$ cat src/rtl/layer_sequencer.sv
// layer_sequencer: control FSM for one fully-connected layer pass on the
// shared floating-point datapath. Emits addresses, enables and strobes only.
// Optional build macro LAYER_SEQ_PERF_CNT_EN adds the perf_cycles counter port.
module layer_sequencer #(
   parameter int N_INPUTS  = 784,
   parameter int N_NEURONS = 50,
   parameter int IN_AW     = 10,
   parameter int W_AW      = 16,
   parameter int B_AW      = 6,
   parameter int MAC_II    = 1
) (
   input  logic             clk,
   input  logic             rst,
   input  logic             start,
   output logic             busy,
   output logic             done,
   input  logic             s_tvalid,
   output logic             s_tready,
   output logic             in_we,
   output logic [IN_AW-1:0] in_waddr,
   output logic [IN_AW-1:0] in_raddr,
   output logic             w_en,
   output logic [W_AW-1:0]  w_addr,
   output logic             mac_valid,
   output logic             mac_first,
   output logic             mac_last,
   input  logic             acc_valid,
   output logic             b_en,
   output logic [B_AW-1:0]  b_addr,
   output logic             act_valid,
   input  logic             act_done,
   output logic             m_tvalid,
   output logic             m_tlast,
   input  logic             m_tready,
   output logic [B_AW-1:0]  neuron_idx
`ifdef LAYER_SEQ_PERF_CNT_EN
   ,
   output logic [31:0]      perf_cycles
`endif
);

   typedef enum logic [3:0] {
      S_IDLE, S_LOAD, S_MAC, S_WAIT_ACC, S_BIAS, S_WAIT_ACT, S_OUT, S_DONE
   } state_t;

   localparam logic [IN_AW-1:0] LAST_K = IN_AW'(N_INPUTS - 1);
   localparam logic [B_AW-1:0]  LAST_N = B_AW'(N_NEURONS - 1);
   localparam logic [3:0]       II_MAX = 4'(MAC_II - 1);

   state_t           state, state_nxt;
   logic [IN_AW-1:0] ld_cnt;    // input beat index
   logic [IN_AW-1:0] term_cnt;  // MAC term index k within the neuron
   logic [W_AW-1:0]  w_cnt;     // running weight address, monotonic over the pass
   logic [B_AW-1:0]  n_cnt;     // current neuron
   logic [3:0]       ii_cnt;    // spacing between MAC issues
   logic [2:0]       vld_pipe;  // {last, first, valid}, one cycle behind the issue
   logic             act_q;     // act_valid follows the bias lookup by one cycle
   logic             beat, issue, hs, last_term;

   // Next-state logic and all strobes/addresses decoded from state and counters
   always_comb begin
      state_nxt  = state;
      beat       = (state == S_LOAD) && s_tvalid;
      issue      = (state == S_MAC) && (ii_cnt == 4'd0);
      last_term  = (term_cnt == LAST_K);
      hs         = (state == S_OUT) && m_tready;
      busy       = (state != S_IDLE);
      done       = (state == S_DONE);
      s_tready   = (state == S_LOAD);
      in_we      = beat;
      in_waddr   = beat ? ld_cnt : '0;
      in_raddr   = issue ? term_cnt : '0;
      w_en       = issue;
      w_addr     = w_cnt;
      b_en       = (state == S_BIAS);
      b_addr     = n_cnt;
      act_valid  = act_q;
      m_tvalid   = (state == S_OUT);
      m_tlast    = (state == S_OUT) && (n_cnt == LAST_N);
      neuron_idx = n_cnt;
      mac_valid  = vld_pipe[0];
      mac_first  = vld_pipe[1];
      mac_last   = vld_pipe[2];
      case (state)
         S_IDLE:     if (start) state_nxt = S_LOAD;
         S_LOAD:     if (beat && (ld_cnt == LAST_K)) state_nxt = S_MAC;
         S_MAC:      if (issue && last_term) state_nxt = S_WAIT_ACC;
         S_WAIT_ACC: if (acc_valid) state_nxt = S_BIAS;
         S_BIAS:     state_nxt = S_WAIT_ACT;
         S_WAIT_ACT: if (act_done) state_nxt = S_OUT;
         S_OUT:      if (hs) state_nxt = (n_cnt == LAST_N) ? S_DONE : S_MAC;
         S_DONE:     state_nxt = S_IDLE;
         default:    state_nxt = S_IDLE;
      endcase
   end

   // State register, counters and the one-cycle read-latency strobe pipe
   always_ff @(posedge clk) begin
      if (rst) begin
         state    <= S_IDLE;
         ld_cnt   <= '0;
         term_cnt <= '0;
         w_cnt    <= '0;
         n_cnt    <= '0;
         ii_cnt   <= '0;
         vld_pipe <= '0;
         act_q    <= 1'b0;
      end else begin
         state    <= state_nxt;
         vld_pipe <= {issue && last_term, issue && (term_cnt == '0), issue};
         act_q    <= (state == S_BIAS);
         case (state)
            S_IDLE: if (start) begin
               ld_cnt   <= '0;
               term_cnt <= '0;
               w_cnt    <= '0;
               n_cnt    <= '0;
               ii_cnt   <= '0;
            end
            S_LOAD: if (beat) ld_cnt <= ld_cnt + 1'b1;
            S_MAC: begin
               ii_cnt <= (ii_cnt == II_MAX) ? 4'd0 : ii_cnt + 4'd1;
               if (issue) begin
                  w_cnt <= w_cnt + 1'b1;
                  if (last_term) begin
                     term_cnt <= '0;
                     ii_cnt   <= '0;
                  end else begin
                     term_cnt <= term_cnt + 1'b1;
                  end
               end
            end
            S_OUT: if (hs && (n_cnt != LAST_N)) begin
               n_cnt    <= n_cnt + 1'b1;
               term_cnt <= '0;
               ii_cnt   <= '0;
            end
            default: ;
         endcase
      end
   end

`ifdef LAYER_SEQ_PERF_CNT_EN
   // Busy-cycle counter: cleared on accepted start, saturating, idle-frozen
   always_ff @(posedge clk) begin
      if (rst)
         perf_cycles <= '0;
      else if ((state == S_IDLE) && start)
         perf_cycles <= '0;
      else if ((state != S_IDLE) && (perf_cycles != 32'hFFFF_FFFF))
         perf_cycles <= perf_cycles + 32'd1;
   end
`endif

endmodule
$ cat config.mk
export PLATFORM = sky130hd
export DESIGN_NAME = layer_sequencer
export DESIGN_NICKNAME = d
export VERILOG_FILES = /design/src/rtl/layer_sequencer.sv
export SDC_FILE = /design/constraint.sdc
export NUM_CORES = 1
export LEC_CHECK = 0
export ABC_AREA = 0
export BUFFER_PORTS_ARGS = -buffer_cell sky130_fd_sc_hd__clkbuf_2
export CORE_MARGIN = 10
export CORE_UTILIZATION = 30
export CTS_CLUSTER_DIAMETER = 120
export DETAILED_ROUTE_END_ITERATION = 10
export GPL_TIMING_DRIVEN = 0
export SYNTH_ARGS = -nofsm -noshare
export SYNTH_HDL_FRONTEND = slang
export SYNTH_SLANG_ARGS = --single-unit
export TNS_END_PERCENT = 1
$ cat constraint.sdc
create_clock -name clk -period 1.9 [get_ports clk]
set_clock_uncertainty 0.1 [all_clocks]
set_input_delay 0.38 -clock clk [delete_from_list [all_inputs] [get_ports clk]]
set_output_delay 0.38 -clock clk [all_outputs]
set_load 0.01 [all_outputs]
==> results.txt, run 1 <==
----------------------------------------------------
[Outcome]
  Run status ... finished, violations left
  Violated checks ... negative setup slack

[Critical path]
  Type of element launching the critical path ... flop
  Worst setup EP type ... primary output
  Critical path cell sequence ... buf_8 -> buf_8 -> nor3b_4 -> clkbuf_8 -> and3_4 -> buf_8
  Critical Path Start ... state[2]
  Standard cell with the maximum stage delay on the critical path ... sky130_fd_sc_hd__dfxtp_4
  Cell seen most often among critical-path stages ... sky130_fd_sc_hd__buf_8
  Worst setup path category ... flop to primary output
  Data arrival time of the worst path ... 1650 ps
  R2r startpoint ... state[2]
  Count of cells along the worst register-to-register path ... 9
  Required time at the endpoint of the critical path ... 1420 ps
  Crit path max fanout ... 5
  CP max stage delay ... 360 ps
  Worst R2R Setup Slack ... -90 ps
  Capture point of the worst reg-to-reg path ... w_addr[14]
  Setup crit end ... in_waddr[6]

[Logic synthesis]
  Syn_area_per_cell ... 8.17 sq um
  Post-synthesis cell type with the largest combined area ... sky130_fd_sc_hd__dfxtp_1
  Top cells by instance count after synthesis ... sky130_fd_sc_hd__dfxtp_1, sky130_fd_sc_hd__nor2_1, sky130_fd_sc_hd__nand2_1, sky130_fd_sc_hd__and3_1, sky130_fd_sc_hd__xnor2_1
  Synthesized flop and latch total ... 53
  Mux cell area share after synthesis ... 1.08%
  Synth Area in Compound Gates ... 8.76%
  Number of synthesized flops with an enable pin ... 0
  Main combinational cell family by area after synthesis ... simple AND/OR/NAND/NOR gates
  Sequential area share after synthesis ... 36.8%
  Post-synthesis share of cell area spent on full adders, half adders and majority gates ... 3.47%
  Largest cells by area after synthesis ... sky130_fd_sc_hd__dfxtp_1, sky130_fd_sc_hd__nor2_1, sky130_fd_sc_hd__xnor2_1
  Synthesized netlist net count ... 368
  Xor and xnor fraction of the mapped netlist area ... 8.20%
  Most frequent cell after synthesis ... sky130_fd_sc_hd__dfxtp_1
  Cells after synthesis ... 353
  Most common flop cell mapped by yosys ... sky130_fd_sc_hd__dfxtp_1
  Count of different cell masters after synthesis ... 51
  Summed instance area of the synthesized netlist ... 0.00289 sq mm
  Count of synthesis-stage warnings from yosys ... 0
  Share of async-settable or async-resettable flops after synthesis ... 0%
  Synth top area share ... 36.8%
  Synthesized-area fraction occupied by and/or/nand/nor cells ... 36.2%

[Cells and area]
  N_diodes ... 0
  Fraction of final layout cells sized beyond drive strength 1 ... 36.7%
  Number of filler cells placed in the layout ... 948
  Total Nets Final ... 463
  Area Overhead vs Synth ... 39.2%
  Utilization after layout ... 43.2%

[Detailed routing]
  Detail Route Antenna Nets ... 0
  Remaining routing DRC violations ... 0
  Wire length after detailed routing ... 8410 um
  Vias after detailed routing ... 2805
  Number of search-and-repair iterations in the first detailed-routing pass ... 4
  Average detailed-routed wire length per instance ... 14.5 um
  Number of vias per cell after detailed routing ... 4.85
  Violation count after the first detailed-route iteration ... 119

[CTS]
  CTS H-Tree Depth ... 2
  Source-to-sink clock delay at the later pin of the worst-skew pair ... 310 ps
  Bufs on Longest Clock Path ... 2
  Clock sink count ... 53
  CTS tree ... done
  Clock tree root buffer cell ... sky130_fd_sc_hd__clkbuf_8
  Clock transition at the registers of the reported paths ... 100 ps
  Num CTS Buffers ... 5

[Place]
  Routability cong. ... 0.796
  Total of buffers placed on input and output ports ... 66
  Final HPWL DP ... 5920 um

[GRT]
  Initial antenna violation count ... 0
  GRT met2 Usage ... 19.6%
  Met3 usage in global routing ... 3.45%
  Total Routing Usage GR ... 11.8%
  Layer carrying the most global-route usage ... met2
  Total grt overflow ... 0
  Vias in the first global route ... 2743
  Pin count of the biggest net entering global routing ... 19
  Global-route wire length before repair ... 14000 um
  Met1 demand-to-capacity share in global routing ... 14.6%

[Floorplan]
  Width of the die ... 118 um
  Total die area ... 0.0139 sq mm
  Initial standard-cell utilization of the core ... 31.1%
  Count of pins on the block boundary ... 67
  Placeable core region ... 0.00928 sq mm
  DIE HEIGHT ... 118 um
  Number of rows created at floorplan ... 35

[Timing]
  Portion of the clock cycle consumed by the worst path in the final layout ... 112%
  Total negative slack ... -3870 ps
  Achievable Freq ... 0.469 GHz
  Time the worst path needs with I/O delays and setup ... 2130 ps
  RSZ-0062 raised after global routing ... true
  Worst Tran Pin Value ... 504 ps
  Final max-slew violation count ... 0
  Relative slew slack ... 66.4%
  Worst Setup Slack, final ... -233 ps
  Fin. Hold Viols ... 0
  Setup Viol. Count Final ... 32

[Pwr]
  Static Leak ... 1.65 nW
  Peak supply drop ... 0.289 mV
  Power Density ... 497 mW/mm^2

[Hold path]
  Min-Delay Path Class ... input port to flop

[Flow run]
  Number of maximum-capacitance constraint violations ... 0

----------------------------------------------------
==> metal layers <==
| layer | part of all wire, % | vias up |
|---|---|---|
| met5 | 0 | - |
| met4 | 0.44 | 0 |
| met3 | 4.6 | 2 |
| met2 | 48 | 52 |
| met1 | 47 | 1330 |
| li1 | - | 1421 |
==> cells by family after synthesis <==
group,after synthesis
AND/OR/NAND/NOR,187
flip-flops,53
AO/OA/AOI/OAI,42
buffers and inverters,33
XOR/XNOR,27
adder cells (fa/ha/maj),8
multiplexers,3
==> critical path, delay by kind of cell, from the launching register on <==
family | cells | cell delay [ps]
flip-flops | 1 | 360
buffers and inverters | 4 | 530
AND/OR/NAND/NOR | 2 | 460
==> flip-flops by register name, indices dropped and copies added, names as in the netlist <==
signal     count
ld_cnt        10
ii_cnt         4
vld_pipe       3
state          3
term_cnt      10
b_addr         6
act_valid      1
w_addr        16
==> stage by stage <==
stage | hold slack [ps] | power [mW] | std cells | area, sq um | setup slack, ps
final | 201 | 1.99 | 578 | 4020 | -233
after global routing | 200 | 2.09 | 578 | 4020 | -294
after CTS | 180 | 2.03 | 574 | 3890 | -247
after detailed placement | 396 | 1.30 | 548 | 3380 | -301
after global placement | 383 | 1.30 | 548 | 3380 | -261
after floorplan | 357 | 1.25 | 353 | 2890 | 34.6
==> cells in the final DEF (no fill, tap or decap), types with 10 or more instances in the layout <==
master / count
sky130_fd_sc_hd__clkbuf_2: 45
sky130_fd_sc_hd__nor3_1: 10
sky130_fd_sc_hd__dfxtp_1: 47
sky130_fd_sc_hd__nand2_1: 33
sky130_fd_sc_hd__and3_1: 18
sky130_fd_sc_hd__nor2_1: 46
sky130_fd_sc_hd__buf_4: 25
sky130_fd_sc_hd__xnor2_1: 18
sky130_fd_sc_hd__buf_2: 17
sky130_fd_sc_hd__clkbuf_8: 10
sky130_fd_sc_hd__nand3_1: 10
sky130_fd_sc_hd__a21oi_1: 16
==> report_power, final <==
group	switching, mW	total (mW)	leakage (nW)	internal, mW
Clock	0.399	0.667	0.0447	0.267
Combinational	0.123	0.210	1.18	0.0869
Sequential	0.00541	1.12	0.431	1.11
Total	0.528	1.99	1.65	1.47
==> how the worst min path moves through the flow <==
stage | end | startpoint | cells after the start
floorplan | vld_pipe[1] | term_cnt[9] | 1
global route | vld_pipe[0] | rst | 2
finish | vld_pipe[0] | rst | 2
detailed placement | ii_cnt[0] | ii_cnt[0] | 2
CTS | vld_pipe[0] | rst | 2
global placement | term_cnt[1] | term_cnt[1] | 2
==> cell type report <==
cell class,count,area (sq um),area share [%]
plain buffers,21,205,5.11
clock buffers,5,68.8,1.71
clock inverters,3,25.0,0.623
inverters,12,47.5,1.18
multi-input cells,267,1870,46.7
flip-flops and latches,53,1070,26.7
well taps,129,161,4.02
repair buffers,88,561,14.0
==> repair_timing <==
item,4_1_cts,5_1_grt
pin swaps,4,7
endpoints found under the setup margin,63,62
hold buffers,0,0
buffers inserted,16,3
cloned,2,1
resized for setup,70,46
(Power assumes the default switching activity.)
==> inputs of run 2 (changes only) <==
Settings changed: TNS_END_PERCENT 1 to not set.
==> results.txt, run 2 (synthesis results as in run 1) <==
----------------------------------------------------
[CTS]
  Clock sink count ... 53
  CTS hold repair buffers ... 0
  Clock tree root buffer cell ... sky130_fd_sc_hd__clkbuf_8
  CTS H-Tree Depth ... 2
  Source-to-sink clock delay at the later pin of the worst-skew pair ... 310 ps
  Num CTS Buffers ... 5
  Bufs on Longest Clock Path ... 2
  Clock transition at the registers of the reported paths ... 100 ps
  CTS tree ... done

[Timing]
  Achievable Freq ... 0.463 GHz
  Setup Viol. Count Final ... 35
  Relative slew slack ... 61.6%
  Time the worst path needs with I/O delays and setup ... 2160 ps
  Portion of the clock cycle consumed by the worst path in the final layout ... 114%
  Final max-slew violation count ... 0
  Total negative slack ... -5490 ps
  Fin. Hold Viols ... 0
  RSZ-0062 raised after global routing ... true
  Worst Tran Pin Value ... 575 ps
  Worst Setup Slack, final ... -258 ps

[Critical path]
  Standard cell with the maximum stage delay on the critical path ... sky130_fd_sc_hd__dfxtp_4
  Critical path cell sequence ... buf_8 -> buf_8 -> nor3b_4 -> clkbuf_8 -> and3_4 -> buf_8
  Worst setup path category ... flop to primary output
  Worst setup EP type ... primary output
  Cell seen most often among critical-path stages ... sky130_fd_sc_hd__buf_8
  CP max stage delay ... 360 ps
  Data arrival time of the worst path ... 1680 ps
  Crit path max fanout ... 5
  Type of element launching the critical path ... flop
  Required time at the endpoint of the critical path ... 1420 ps

[Detailed routing]
  Violation count after the first detailed-route iteration ... 128
  Wire length after detailed routing ... 9050 um
  Detail Route Antenna Nets ... 0
  Number of vias per cell after detailed routing ... 4.91
  Average detailed-routed wire length per instance ... 15.0 um
  Remaining routing DRC violations ... 0
  Number of search-and-repair iterations in the first detailed-routing pass ... 4
  Vias after detailed routing ... 2963

[Pwr]
  Peak supply drop ... 0.296 mV
  Power Density ... 459 mW/mm^2
  Static Leak ... 1.92 nW
  Post-route total power ... 2.08 mW

[Place]
  Setup slack after placement ... -301 ps
  Dpl cells ... 548
  Final HPWL DP ... 5920 um
  Total of buffers placed on input and output ports ... 66
  Placement Cell Area ... 0.00338 sq mm
  Routability cong. ... 0.796

[Floorplan]
  Count of pins on the block boundary ... 67
  DIE HEIGHT ... 118 um
  Number of rows created at floorplan ... 35
  Initial standard-cell utilization of the core ... 31.1%
  Placeable core region ... 0.00928 sq mm
  Total die area ... 0.0139 sq mm
  Width of the die ... 118 um

[Cells and area]
  Fraction of final layout cells sized beyond drive strength 1 ... 45.6%
  Area Overhead vs Synth ... 57.4%
  Most common cell after layout, fill and taps aside ... sky130_fd_sc_hd__nor2_1
  Number of flip-flops in the largest register ... 16
  Total Nets Final ... 488
  Count of non-filler cells in the finished layout ... 603
  Design area ... 0.00454 sq mm
  Most used cells in the layout excluding fill and tap cells ... sky130_fd_sc_hd__nor2_1, sky130_fd_sc_hd__clkbuf_2, sky130_fd_sc_hd__dfxtp_1
  N_diodes ... 0

[Outcome]
  Violated checks ... negative setup slack
  Run status ... finished, violations left

[Flow run]
  Number of maximum-capacitance constraint violations ... 0

[GRT]
  Total Routing Usage GR ... 12.0%
  Total grt overflow ... 0
  Initial antenna violation count ... 0
  Global-route wire length before repair ... 14300 um
  Pin count of the biggest net entering global routing ... 19
  Vias in the first global route ... 2810

[Hold path]
  Min-Delay Path Class ... input port to flop

----------------------------------------------------
==> run 2: changes by cell type in the layout (fill, tap and decap cells not counted), moves of 4 or more <==
cell | previous run | this run
sky130_fd_sc_hd__buf_6 | 6 | 29
sky130_fd_sc_hd__and3_4 | 7 | 16
sky130_fd_sc_hd__a21oi_2 | 1 | 5
sky130_fd_sc_hd__and3_1 | 18 | 9
sky130_fd_sc_hd__dfxtp_1 | 47 | 42
sky130_fd_sc_hd__buf_2 | 17 | 5
sky130_fd_sc_hd__nor4b_4 | 2 | 7
sky130_fd_sc_hd__a21oi_1 | 16 | 12
sky130_fd_sc_hd__nor4b_2 | 4 | 0
sky130_fd_sc_hd__buf_4 | 25 | 37
==> run 2: report_power, final <==
group          total, mW  leakage (nW)  internal (mW)  switching, mW
Combinational      0.286          1.44          0.140          0.145
Sequential          1.12         0.434           1.11        0.00964
Clock              0.676        0.0447          0.267          0.409
==> run 2: metal layers <==
metal  global-route usage (%)  part of all wire, %  routed length (um)  vias up
li1                         -                    -                   -     1478
met1                     14.7                   44                4020     1425
met2                     20.5                   50                4540       54
met3                     3.31                  4.6                 420        6
met4                     2.55                 0.76                  69        0
met5                        0                    0                   0        -
==> run 2: final timing paths <==
path	startpoint	to	slack, ps	cells past startpoint
worst max-delay path	state[2]	in_waddr[6]	-260	6
worst max register to register	ii_cnt[1]	term_cnt[7]	-130	7
worst min register to register	term_cnt[1]	term_cnt[1]	410	2
worst min-delay path	rst	vld_pipe[0]	190	2
==> run 2: final cells by class <==
cell class              count  area, sq um
clock buffers               5         68.8
multi-input cells         267         2080
well taps                 129          161
repair buffers            114          886
flip-flops and latches     53         1090
clock inverters             3         25.0
fillers                   911         4740
inverters                  12         47.5
plain buffers              20          189
==> run 2: repair_timing <==
| item | in CTS | in global routing |
|---|---|---|
| setup endpoints to repair | 63 | 60 |
| gates cloned | 3 | 1 |
| pin swaps | 8 | 37 |
| buffers inserted | 25 | 23 |
| resized for setup | 85 | 99 |
==> run 2: worst max-delay path: cells and delay by family, from the launching register on <==
kind          cells  cell delay [ps]
simple gates      2              470
flops             1              360
buf+inv           4              540
==> run 2: metrics by stage <==
step                      hold WS, ps  utilization [%]
after floorplan                   357                -
after global placement            383             36.4
after detailed placement          396             36.4
after CTS                         175             43.5
after global routing              185             48.9
final                             192             48.9
